`src/rtl/csr_bank.sv`:
```
// ---------------------------------------------------------------------------
// csr_bank
//   Bank of NumRegs control/status registers behind a single request port.
//   Each accepted request (read / write / set-bits / clear-bits) is answered
//   exactly one cycle later. The response carries the register value from
//   before the update. Per-bit write masks keep unwritable bits at their
//   reset value forever.
//   With ShadowCopy=1 every register also has an inverted shadow copy. The
//   shadow is checked on every in-range request and by a background
//   scrubber that visits one register every ScrubPeriod+1 cycles.
//
// Ports
//   clk, rst_n       clock, synchronous active-low reset
//   req_i            request valid (accepted every cycle, no backpressure)
//   req_op_i         00 read, 01 write, 10 set (OR), 11 clear (AND-NOT)
//   req_addr_i       register index
//   req_wdata_i      write data, or the bit mask for set / clear
//   rsp_valid_o      response valid, one cycle after req_i
//   rsp_rdata_o      pre-update value of the addressed register
//   rsp_err_o        out-of-range address, or shadow mismatch on access
//   csr_q_o          live register contents, slice i = register i
//   integrity_err_o  sticky shadow-mismatch flag
//   err_addr_o       index of the first mismatch since the last clear
//   err_clr_i        clears integrity_err_o and err_addr_o
// ---------------------------------------------------------------------------
module csr_bank #(
    parameter int unsigned                NumRegs     = 8,
    parameter int unsigned                Width       = 32,
    parameter bit                         ShadowCopy  = 1'b1,
    parameter logic [NumRegs*Width-1:0]   ResetValues = '0,
    parameter logic [NumRegs*Width-1:0]   WrMask      = '1,
    parameter int unsigned                ScrubPeriod = 16,
    localparam int unsigned               AddrW       = $clog2(NumRegs)
) (
    input  logic                     clk,
    input  logic                     rst_n,
    input  logic                     req_i,
    input  logic [1:0]               req_op_i,
    input  logic [AddrW-1:0]         req_addr_i,
    input  logic [Width-1:0]         req_wdata_i,
    output logic                     rsp_valid_o,
    output logic [Width-1:0]         rsp_rdata_o,
    output logic                     rsp_err_o,
    output logic [NumRegs*Width-1:0] csr_q_o,
    output logic                     integrity_err_o,
    output logic [AddrW-1:0]         err_addr_o,
    input  logic                     err_clr_i
);

    typedef enum logic [1:0] {
        OP_READ  = 2'b00,
        OP_WRITE = 2'b01,
        OP_SET   = 2'b10,
        OP_CLEAR = 2'b11
    } op_e;

    logic [Width-1:0] rst_val [NumRegs];
    logic [Width-1:0] wr_mask [NumRegs];
    logic [Width-1:0] regs_q  [NumRegs];
    logic [Width-1:0] regs_d  [NumRegs];

    logic             rsp_valid_q, rsp_valid_d;
    logic [Width-1:0] rsp_rdata_q, rsp_rdata_d;
    logic             rsp_err_q,   rsp_err_d;

    logic             addr_ok;
    logic [AddrW-1:0] acc_idx;
    logic [Width-1:0] old_val;
    logic [Width-1:0] new_val;
    logic [Width-1:0] stored_val;
    logic             do_upd;
    logic             rd_mismatch;

    for (genvar g = 0; g < NumRegs; g++) begin : g_slice
        assign rst_val[g]                 = ResetValues[g*Width +: Width];
        assign wr_mask[g]                 = WrMask[g*Width +: Width];
        assign csr_q_o[g*Width +: Width]  = regs_q[g];
    end

    // Request decode and register update.
    always_comb begin
        // NOTE: every variable gets a default first so no path leaves it unassigned (no latch).
        addr_ok  = (32'(req_addr_i) < NumRegs);
        // Out-of-range addresses are steered to index 0 so the array is never
        // indexed past its end; do_upd and the response mux ignore that value.
        acc_idx  = addr_ok ? req_addr_i : '0;
        old_val  = regs_q[acc_idx];
        new_val  = old_val;
        case (op_e'(req_op_i))
            OP_WRITE: new_val = req_wdata_i;
            OP_SET:   new_val = old_val | req_wdata_i;
            OP_CLEAR: new_val = old_val & ~req_wdata_i;
            default:  new_val = old_val;
        endcase
        stored_val = (old_val & ~wr_mask[acc_idx]) | (new_val & wr_mask[acc_idx]);
        do_upd     = req_i && addr_ok && (op_e'(req_op_i) != OP_READ);
        regs_d     = regs_q;
        if (do_upd) begin
            regs_d[acc_idx] = stored_val;
        end
    end

    always_comb begin
        rsp_valid_d = req_i;
        rsp_rdata_d = (req_i && addr_ok) ? old_val : '0;
        rsp_err_d   = req_i && (!addr_ok || rd_mismatch);
    end

    always_ff @(posedge clk) begin
        if (!rst_n) begin
            // NOTE: the register array is reset element by element because consumers read it live.
            for (int i = 0; i < NumRegs; i++) begin
                regs_q[i] <= rst_val[i];
            end
            rsp_valid_q <= 1'b0;
            rsp_rdata_q <= '0;
            rsp_err_q   <= 1'b0;
        end else begin
            // NOTE: state uses non-blocking assignment so every flop samples pre-edge values.
            regs_q      <= regs_d;
            rsp_valid_q <= rsp_valid_d;
            rsp_rdata_q <= rsp_rdata_d;
            rsp_err_q   <= rsp_err_d;
        end
    end

    assign rsp_valid_o = rsp_valid_q;
    assign rsp_rdata_o = rsp_rdata_q;
    assign rsp_err_o   = rsp_err_q;

    if (ShadowCopy) begin : g_shadow
        localparam int unsigned CntW = $clog2(ScrubPeriod + 1);

        typedef enum logic {
            SCRUB_WAIT  = 1'b0,
            SCRUB_CHECK = 1'b1
        } scrub_state_e;

        logic [Width-1:0] shadow_q [NumRegs];
        logic [Width-1:0] shadow_d [NumRegs];
        scrub_state_e     state_q, state_d;
        logic [CntW-1:0]  cnt_q, cnt_d;
        logic [AddrW-1:0] idx_q, idx_d;
        logic             integ_q, integ_d;
        logic [AddrW-1:0] err_addr_q, err_addr_d;
        logic             scrub_mismatch;

        // The shadow follows every stored value, so a write also repairs a
        // corrupted shadow entry.
        always_comb begin
            shadow_d = shadow_q;
            if (do_upd) begin
                shadow_d[acc_idx] = ~stored_val;
            end
        end

        assign rd_mismatch = req_i && addr_ok && (old_val != ~shadow_q[acc_idx]);

        // Scrubber: ScrubPeriod cycles in WAIT, then one CHECK cycle.
        always_comb begin
            state_d        = state_q;
            cnt_d          = cnt_q;
            idx_d          = idx_q;
            scrub_mismatch = 1'b0;
            case (state_q)
                SCRUB_WAIT: begin
                    if (cnt_q == CntW'(ScrubPeriod - 1)) begin
                        state_d = SCRUB_CHECK;
                        cnt_d   = '0;
                    end else begin
                        cnt_d = cnt_q + CntW'(1);
                    end
                end
                SCRUB_CHECK: begin
                    scrub_mismatch = (regs_q[idx_q] != ~shadow_q[idx_q]);
                    idx_d          = (idx_q == AddrW'(NumRegs - 1)) ? '0 : idx_q + AddrW'(1);
                    state_d        = SCRUB_WAIT;
                    cnt_d          = '0;
                end
                default: state_d = SCRUB_WAIT;
            endcase
        end

        // Error capture: a new mismatch beats a simultaneous clear, and the
        // read-check address beats the scrubber address.
        always_comb begin
            integ_d    = integ_q;
            err_addr_d = err_addr_q;
            if (err_clr_i) begin
                integ_d    = 1'b0;
                err_addr_d = '0;
            end
            if (rd_mismatch || scrub_mismatch) begin
                integ_d = 1'b1;
                if (!integ_q || err_clr_i) begin
                    err_addr_d = rd_mismatch ? req_addr_i : idx_q;
                end
            end
        end

        always_ff @(posedge clk) begin
            if (!rst_n) begin
                for (int i = 0; i < NumRegs; i++) begin
                    shadow_q[i] <= ~rst_val[i];
                end
                state_q    <= SCRUB_WAIT;
                cnt_q      <= '0;
                idx_q      <= '0;
                integ_q    <= 1'b0;
                err_addr_q <= '0;
            end else begin
                shadow_q   <= shadow_d;
                state_q    <= state_d;
                cnt_q      <= cnt_d;
                idx_q      <= idx_d;
                integ_q    <= integ_d;
                err_addr_q <= err_addr_d;
            end
        end

        assign integrity_err_o = integ_q;
        assign err_addr_o      = err_addr_q;
    end else begin : g_no_shadow
        assign rd_mismatch     = 1'b0;
        assign integrity_err_o = 1'b0;
        assign err_addr_o      = '0;
    end

endmodule
```
`config.mk`:
```
export PLATFORM = sky130hd
export DESIGN_NAME = csr_bank
export DESIGN_NICKNAME = d
export VERILOG_FILES = /design/src/rtl/csr_bank.sv
export SDC_FILE = /design/constraint.sdc
export NUM_CORES = 1
export LEC_CHECK = 0
export ABC_CLOCK_PERIOD_IN_PS = 3500
export BUFFER_PORTS_ARGS = -buffer_cell sky130_fd_sc_hd__buf_2
export CAP_MARGIN = 0
export CORE_MARGIN = 1.5
export CORE_UTILIZATION = 35
export CTS_CLUSTER_SIZE = 28
export DETAILED_ROUTE_END_ITERATION = 16
export HOLD_SLACK_MARGIN = 0.1
export RECOVER_POWER = 25
export SYNTH_ARGS = -nofsm -noshare
export SYNTH_HDL_FRONTEND = slang
export SYNTH_SLANG_ARGS = --single-unit
```
`constraint.sdc`:
```
create_clock -name clk -period 3.5 [get_ports clk]
set_clock_uncertainty 0.05 [all_clocks]
set_input_delay 0.7 -clock clk [delete_from_list [all_inputs] [get_ports clk]]
set_output_delay 0.7 -clock clk [all_outputs]
set_load 0.05 [all_outputs]
```
Word-level counts from Yosys, hierarchy flattened

Memory sizes are Yosys's and may differ from the RTL's.
Index checks and enable logic that the tools add are counted.

Input bits: 41
ROM bits: 256
Memories: 1
Output and inout port bits: 294
Register bits after elaboration: 559

Add/subtract/negate cells: 2
$lt $le $gt $ge: 3
Equality and inequality tests: 7
Multiplexer cells: 31
Bitwise operators: 13
Reduce and logical (&&, ||, !) cells: 10

Memory list:

| name            | depth | bits a word | rd ports | clocked after Yosys merged registers in | wr ports | RTL line | source |
|---|---|---|---|---|---|---|---|
| (no name shown) | 8     | 32          | 1        | 0                                       | 0        | 95       | `stored_val = (old_val & ~wr_mask[acc_idx]) \| (new_val & wr_mask[acc_idx]);` |

Operators with widths:

| operator                                                    | number |
|---|---|
| bitwise mux 256 bit                                         | 2 |
| binary-select mux 32 bit (select 3 bit)                     | 4 |
| two-way mux 32 bit                                          | 11 |
| inverter 32 bit                                             | 5 |
| AND 32 bit                                                  | 3 |
| demux 32 bit (select 3 bit)                                 | 1 |
| case mux 32 bit (3 select lines)                            | 1 |
| inequality test 32 bit                                      | 2 |
| OR 32 bit                                                   | 2 |
| two-way mux 3 bit                                           | 5 |
| case mux 5 bit (2 select lines)                             | 1 |
| greater-or-equal comparator 4 bit (second input constant)   | 2 |
| inverter 3 -> 4 bit                                         | 2 |
| adder 5 x 1 -> 5 bit (second input constant)                | 1 |
| equality test 5 x 4 -> 1 bit (second input constant)        | 1 |
| two-way mux 5 bit                                           | 1 |
| equality test 2 bit (second input constant)                 | 2 |
| logical AND 1 bit                                           | 4 |
| less-than comparator 4 x 1 -> 1 bit (second input constant) | 1 |
| two-way mux 1 bit                                           | 4 |
| nonzero test 2 bit                                          | 2 |
| adder 3 x 1 -> 3 bit (second input constant)                | 1 |
| equality test 3 bit (second input constant)                 | 1 |
| equality test 2 x 1 -> 1 bit (second input constant)        | 1 |
| 5 further kinds                                             | 6 |

Depth between registers and ports, before layout

Depth in word-level cells: 10
Depth in mapped cells: 13
Gate-level depth less buffers: 9

Least setup slack after synthesis

No wires, ideal clock.

Kind: input-to-reg
Start point: input port req_addr_i[1]
End point: register regs_q, in the netlist csr_q_o[111]
Setup time: 128 ps
Required time: 3,322 ps
Path buffers: 6
Stages on the path: 12
Setup slack: -91 ps
Arrival time: 3,414 ps
Path through: buf_6 buf_6 buf_2 buf_1 clkbuf_1 buf_2 mux2_2 mux2_2 o221ai_1 nor2_1 a21oi_1 nor2_1

Longest elaborated chain between the ends: 9
Elaborated cells on any way between the ends: 20
Classes of those cells: order compare: 2; mux: 9; bitwise: 7; reduce/logical: 1; memory: 1

RTL lines:

| element                                               | RTL line   | source |
|---|---|---|
| start, declared                                       | 39         | `input logic [AddrW-1:0] req_addr_i,` |
| inverter 3 -> 4 bit (not written as such) (*)         | 87, 95, 99 |  |
| binary-select mux 32 bit (select 3 bit)               | 87         | `old_val = regs_q[acc_idx];` |
| two-way mux 32 bit (not written as such) (2 in a row) | 87         |  |
| AND 32 bit / OR 32 bit (equally long branches)        | 92, 91     |  |
| case mux 32 bit (3 select lines)                      | 89         | `case (op_e'(req_op_i))` |
| AND 32 bit                                            | 95         |  |
| OR 32 bit                                             | 95         |  |
| bitwise mux 256 bit (*)                               | 99         | `regs_d[acc_idx] = stored_val;` |
| end signal, assigned by index                         | 113        | `regs_q[i] <= rst_val[i];` |
| end signal, assigned                                  | 120        | `regs_q <= regs_d;` |
| end, declared                                         | 59         | `logic [Width-1:0] regs_q [NumRegs];` |

Every way passes the cells marked *; elsewhere a longest branch is shown, timed or not. The select of a mux whose other input is x is not followed.
A chain may end at the register's enable or synchronous reset.

Worst setup path in the final report

Start point: input port req_addr_i[0]
End point: register g_shadow.err_addr_q[2] (netlist: err_addr_o[2])

Longest elaborated chain between the ends: 10
Elaborated cells on any way between the ends: 14
Classes of those cells: eq/ne: 1; mux: 9; bitwise: 2; reduce/logical: 2

RTL lines:

| element                                               | RTL line | source |
|---|---|---|
| inverter 3 -> 4 bit (not written as such) (*)         | 87, 157  |  |
| binary-select mux 32 bit (select 3 bit)               | 157      | `assign rd_mismatch = req_i && addr_ok && (old_val != ~shadow_q[acc_idx]);` |
| two-way mux 32 bit (not written as such) (2 in a row) | 157      |  |
| inverter 32 bit                                       | 157      |  |
| inequality test 32 bit (*)                            | 157      |  |
| logical AND 1 bit (*)                                 | 157      |  |
| two-way mux 3 bit                                     | 196      | `err_addr_d = rd_mismatch ? req_addr_i : idx_q;` |
| two-way mux 3 bit                                     | 195      | `if (!integ_q \|\| err_clr_i) begin` |
| two-way mux 3 bit (*)                                 | 193      | `if (rd_mismatch \|\| scrub_mismatch) begin` |
| end signal, assigned                                  | 217      | `err_addr_q <= err_addr_d;` |
| end, declared                                         | 145      | `logic [AddrW-1:0] err_addr_q, err_addr_d;` |

Marked as above.

==> key figures <==
Placed design
  • Port bufs: 334
  • Placer congestion estimate: 0.9646
  • Placed Area: 30,690 um^2
  • DPL Wire Length: 77,540 um

Global route
  • Initial antenna violation count: 2
  • First-pass GRT wire length: 151,700 um
  • GRT Residual Overflow: 0
  • Largest net degree at the start of global routing: 93
  • GR Util All Layers: 26.71%
  • Via count of the first global-routing pass: 21,706

Clock tree
  • CTS Sinks: 559
  • CTS tree: done
  • Hold-fix buffers, CTS: 0
  • CTS Buf Count: 59
  • CTS max path bufs: 3
  • Max H-tree Level: 2
  • Root Buffer Master: clkbuf_16
  • Clock transition at the registers of the reported paths: 0.07 ns
  • Worst-skew pair later-pin latency: 0.63 ns

Power and ir drop
  • Maximum vdd drop: 354.5 uV
  • Int Pwr: 0.01126 W
  • Net switching power: 0.004230 W
  • Pwr Density: 473.7 nW/um^2
  • Sequential group share of total power: 43.5%
  • Logic gate share of total power: 12.9%
  • Final Power: 0.01549 W
  • Switching Share: 27.30%
  • Power share of the clock group: 43.6%
  • P_leak: 12.16 nW

Outcome
  • Outcome: finished, final reports clean

Floorplanning
  • Site row count: 100
  • Initial Util: 35.34%
  • Die width: 277.2 um
  • Die H: 277.2 um
  • Floorplan Core Area: 74,450 um^2
  • I/O pin count: 335
  • Die area: 76,830 um^2

Critical path
  • Kind of end point of the critical path: register
  • Setup CP Type: input port to register
  • Arr. time, crit path: 3.95 ns
  • Crit path cell chain: buf_4, buf_12, mux4_2, xor2_1, mux2i_2, nor4_2, buf_4, nand4_1, or4_4, a32oi_4, a21oi_1, a221oi_2
  • CP max FO: 6
  • Max incr delay on CP: 0.64 ns
  • Crit path max-delay cell type: or4_4
  • Cell mode on critical path: buf_4
  • Startpoint Class: input port
  • Worst EP required: 3.99 ns

Routing
  • Routed len/inst: 26.37 um
  • Total iterations of the first detailed-routing run: 7
  • Post-route ant nets: 0
  • Total Routed Length: 106,200 um
  • Vias: 23,120
  • # DRC: 0
  • Vias per cell: 5.744
  • DRT iter0 DRCs: 2,522

Finish
  • Finished Cell Area: 32,700 um^2
  • Antenna cells: 0
  • Final net count: 3,051
  • Area grow syn2layout: 24.29%
  • Layout cells sized above 1: 25.98%
  • Finished Core Util: 43.93%

Logic synthesis
  • Post-synthesis mux area share: 24.30%
  • Count leader, synth: nor2_1
  • Largest family of logic cells by synthesized area: multiplexers
  • Largest area contributor in the netlist: dfxtp_1
  • Most frequent cells after synthesis: nor2_1 (593), dfxtp_1 (559), o21ai_0 (266)
  • Yosys top cell area share: 42.53%
  • Post-synthesis net count: 2,598
  • Simple-Gate Fraction of Synth Area: 11.09%
  • Post-synthesis adder-cell area fraction: 0.1902%
  • Seq cells post-synth: 559
  • Post-Synth XOR/XNOR Area: 3.895%
  • Post-synthesis cell type count: 58
  • Post-synth ARST share: 0%
  • Top cells by area, synth: dfxtp_1 (43%), mux4_2 (20%), nor2_1 (8.5%)
  • Register area share after synthesis: 42.53%
  • Synth Cell Area: 26,310 um^2
  • Post-synth EDFFs: 0
  • Ys flop type: dfxtp_1
  • Cells after synthesis: 2,553
  • Ys Warns: 0
  • Mean Syn Cell Area: 10.31 um^2
  • Compound-Gate Fraction of Synth Area: 14.62%

Timing
  • Total negative slack: 0 ns
  • Final hold slack: 0.3696 ns
  • Crit path time final: 3.454 ns
  • Slew headroom: 11.99%
  • Peak Freq: 289.6 MHz
  • Period utilization: 98.67%
  • Slew @ Worst Pin: 1.317 ns
  • Pins Over Slew Limit: 0
  • Final setup viols: 0
  • Final hold viol count: 0

Hold path
  • HP Class: input port to register

Flow run
  • Max cap viols: 0
[state kept, by name (all words and copies together), names as in the netlist]
register / flops
csr_q_o: 256
g_shadow.shadow_q: 256
rsp_rdata_o: 32
g_shadow.cnt_q: 5
err_addr_o: 3
g_shadow.idx_q: 3
g_shadow.state_q: 1
integrity_err_o: 1
rsp_err_o: 1
rsp_valid_o: 1
[critical path, delay by kind of cell]
family          cells  cell delay [ns]
xor+xnor            1             0.21
buf+inv             3             0.54
compound gates      3             0.61
simple gates        3             1.15
mux                 2             0.71
[layer usage]
metal / track usage [%] / up-vias / part of all wire [%]
met5: 0 / - / 0.012
met4: 11.57 / 2 / 4.7
li1: - / 10157 / -
met1: 34.99 / 11473 / 40
met3: 6.884 / 224 / 10
met2: 41.60 / 1264 / 45
[cell type report]
class / instances / area [um^2]
repair buffers: 583 / 3812
clock inverters: 22 / 304.0
flip-flops and latches: 559 / 11200
well taps: 969 / 1212
multi-input cells: 1796 / 14370
clock buffers: 89 / 1772
inverters: 7 / 28.78
fillers: 7184 / 41750
[final timing paths]
kind                                       startpoint                end  slack [ns]  cells after the start
worst max-delay path                    req_addr_i[0]      err_addr_o[2]        0.05                     12
worst min-delay path                        err_clr_i      err_addr_o[1]        0.37                      3
worst max register to register  g_shadow.shadow_q[19]      err_addr_o[2]        0.11                      9
worst min register to register      g_shadow.cnt_q[0]  g_shadow.cnt_q[0]        0.40                      1
[power groups by stage]
stage	sequential, W	combinational [W]	clock (W)
floorplan	0.00711	0.000920	0
global placement	0.00687	0.00194	0
detailed placement	0.00687	0.00195	0
CTS	0.00673	0.00196	0.00679
global route	0.00676	0.00210	0.00704
finish	0.00674	0.00200	0.00675
[cell usage in the layout, fill, tap and decap left out, drive strengths merged, types with 9 or more instances in the layout]
| cell | n |
|---|---|
| a21o | 232 |
| a21oi | 38 |
| buf | 407 |
| clkbuf | 265 |
| dfxtp | 559 |
| mux2 | 11 |
| mux2i | 86 |
| mux4 | 237 |
| nand2 | 72 |
| nand3 | 12 |
| nand4 | 9 |
| nor2 | 593 |
| nor4 | 13 |
| o211ai | 27 |
| o21ai | 267 |
| o22ai | 11 |
| xnor2 | 72 |
| xor2 | 45 |
[timing repair]
item                                   4_1_cts  5_1_grt
buffers inserted                             0        5
setup endpoints to repair                    0        3
endpoints found under the hold margin        0        0
resized for setup                            0       13
[per-stage QoR]
step | setup slack [ns] | cells
after detailed placement | -0.5269 | 3907
after floorplan | 0.03546 | 2553
after global placement | -0.5199 | 3907
after CTS | 0.07362 | 4018
after global routing | -0.005565 | 4025
final | 0.04644 | 4025
[cell families after synthesis]
| kind of cell | after synthesis |
|---|---|
| buffers and inverters | 198 |
| AO/OA/AOI/OAI | 609 |
| adder cells (fa/ha/maj) | 4 |
| multiplexers | 334 |
| flip-flops | 559 |
| AND/OR/NAND/NOR | 732 |
| XOR/XNOR | 117 |
(Power assumes the default switching activity.)
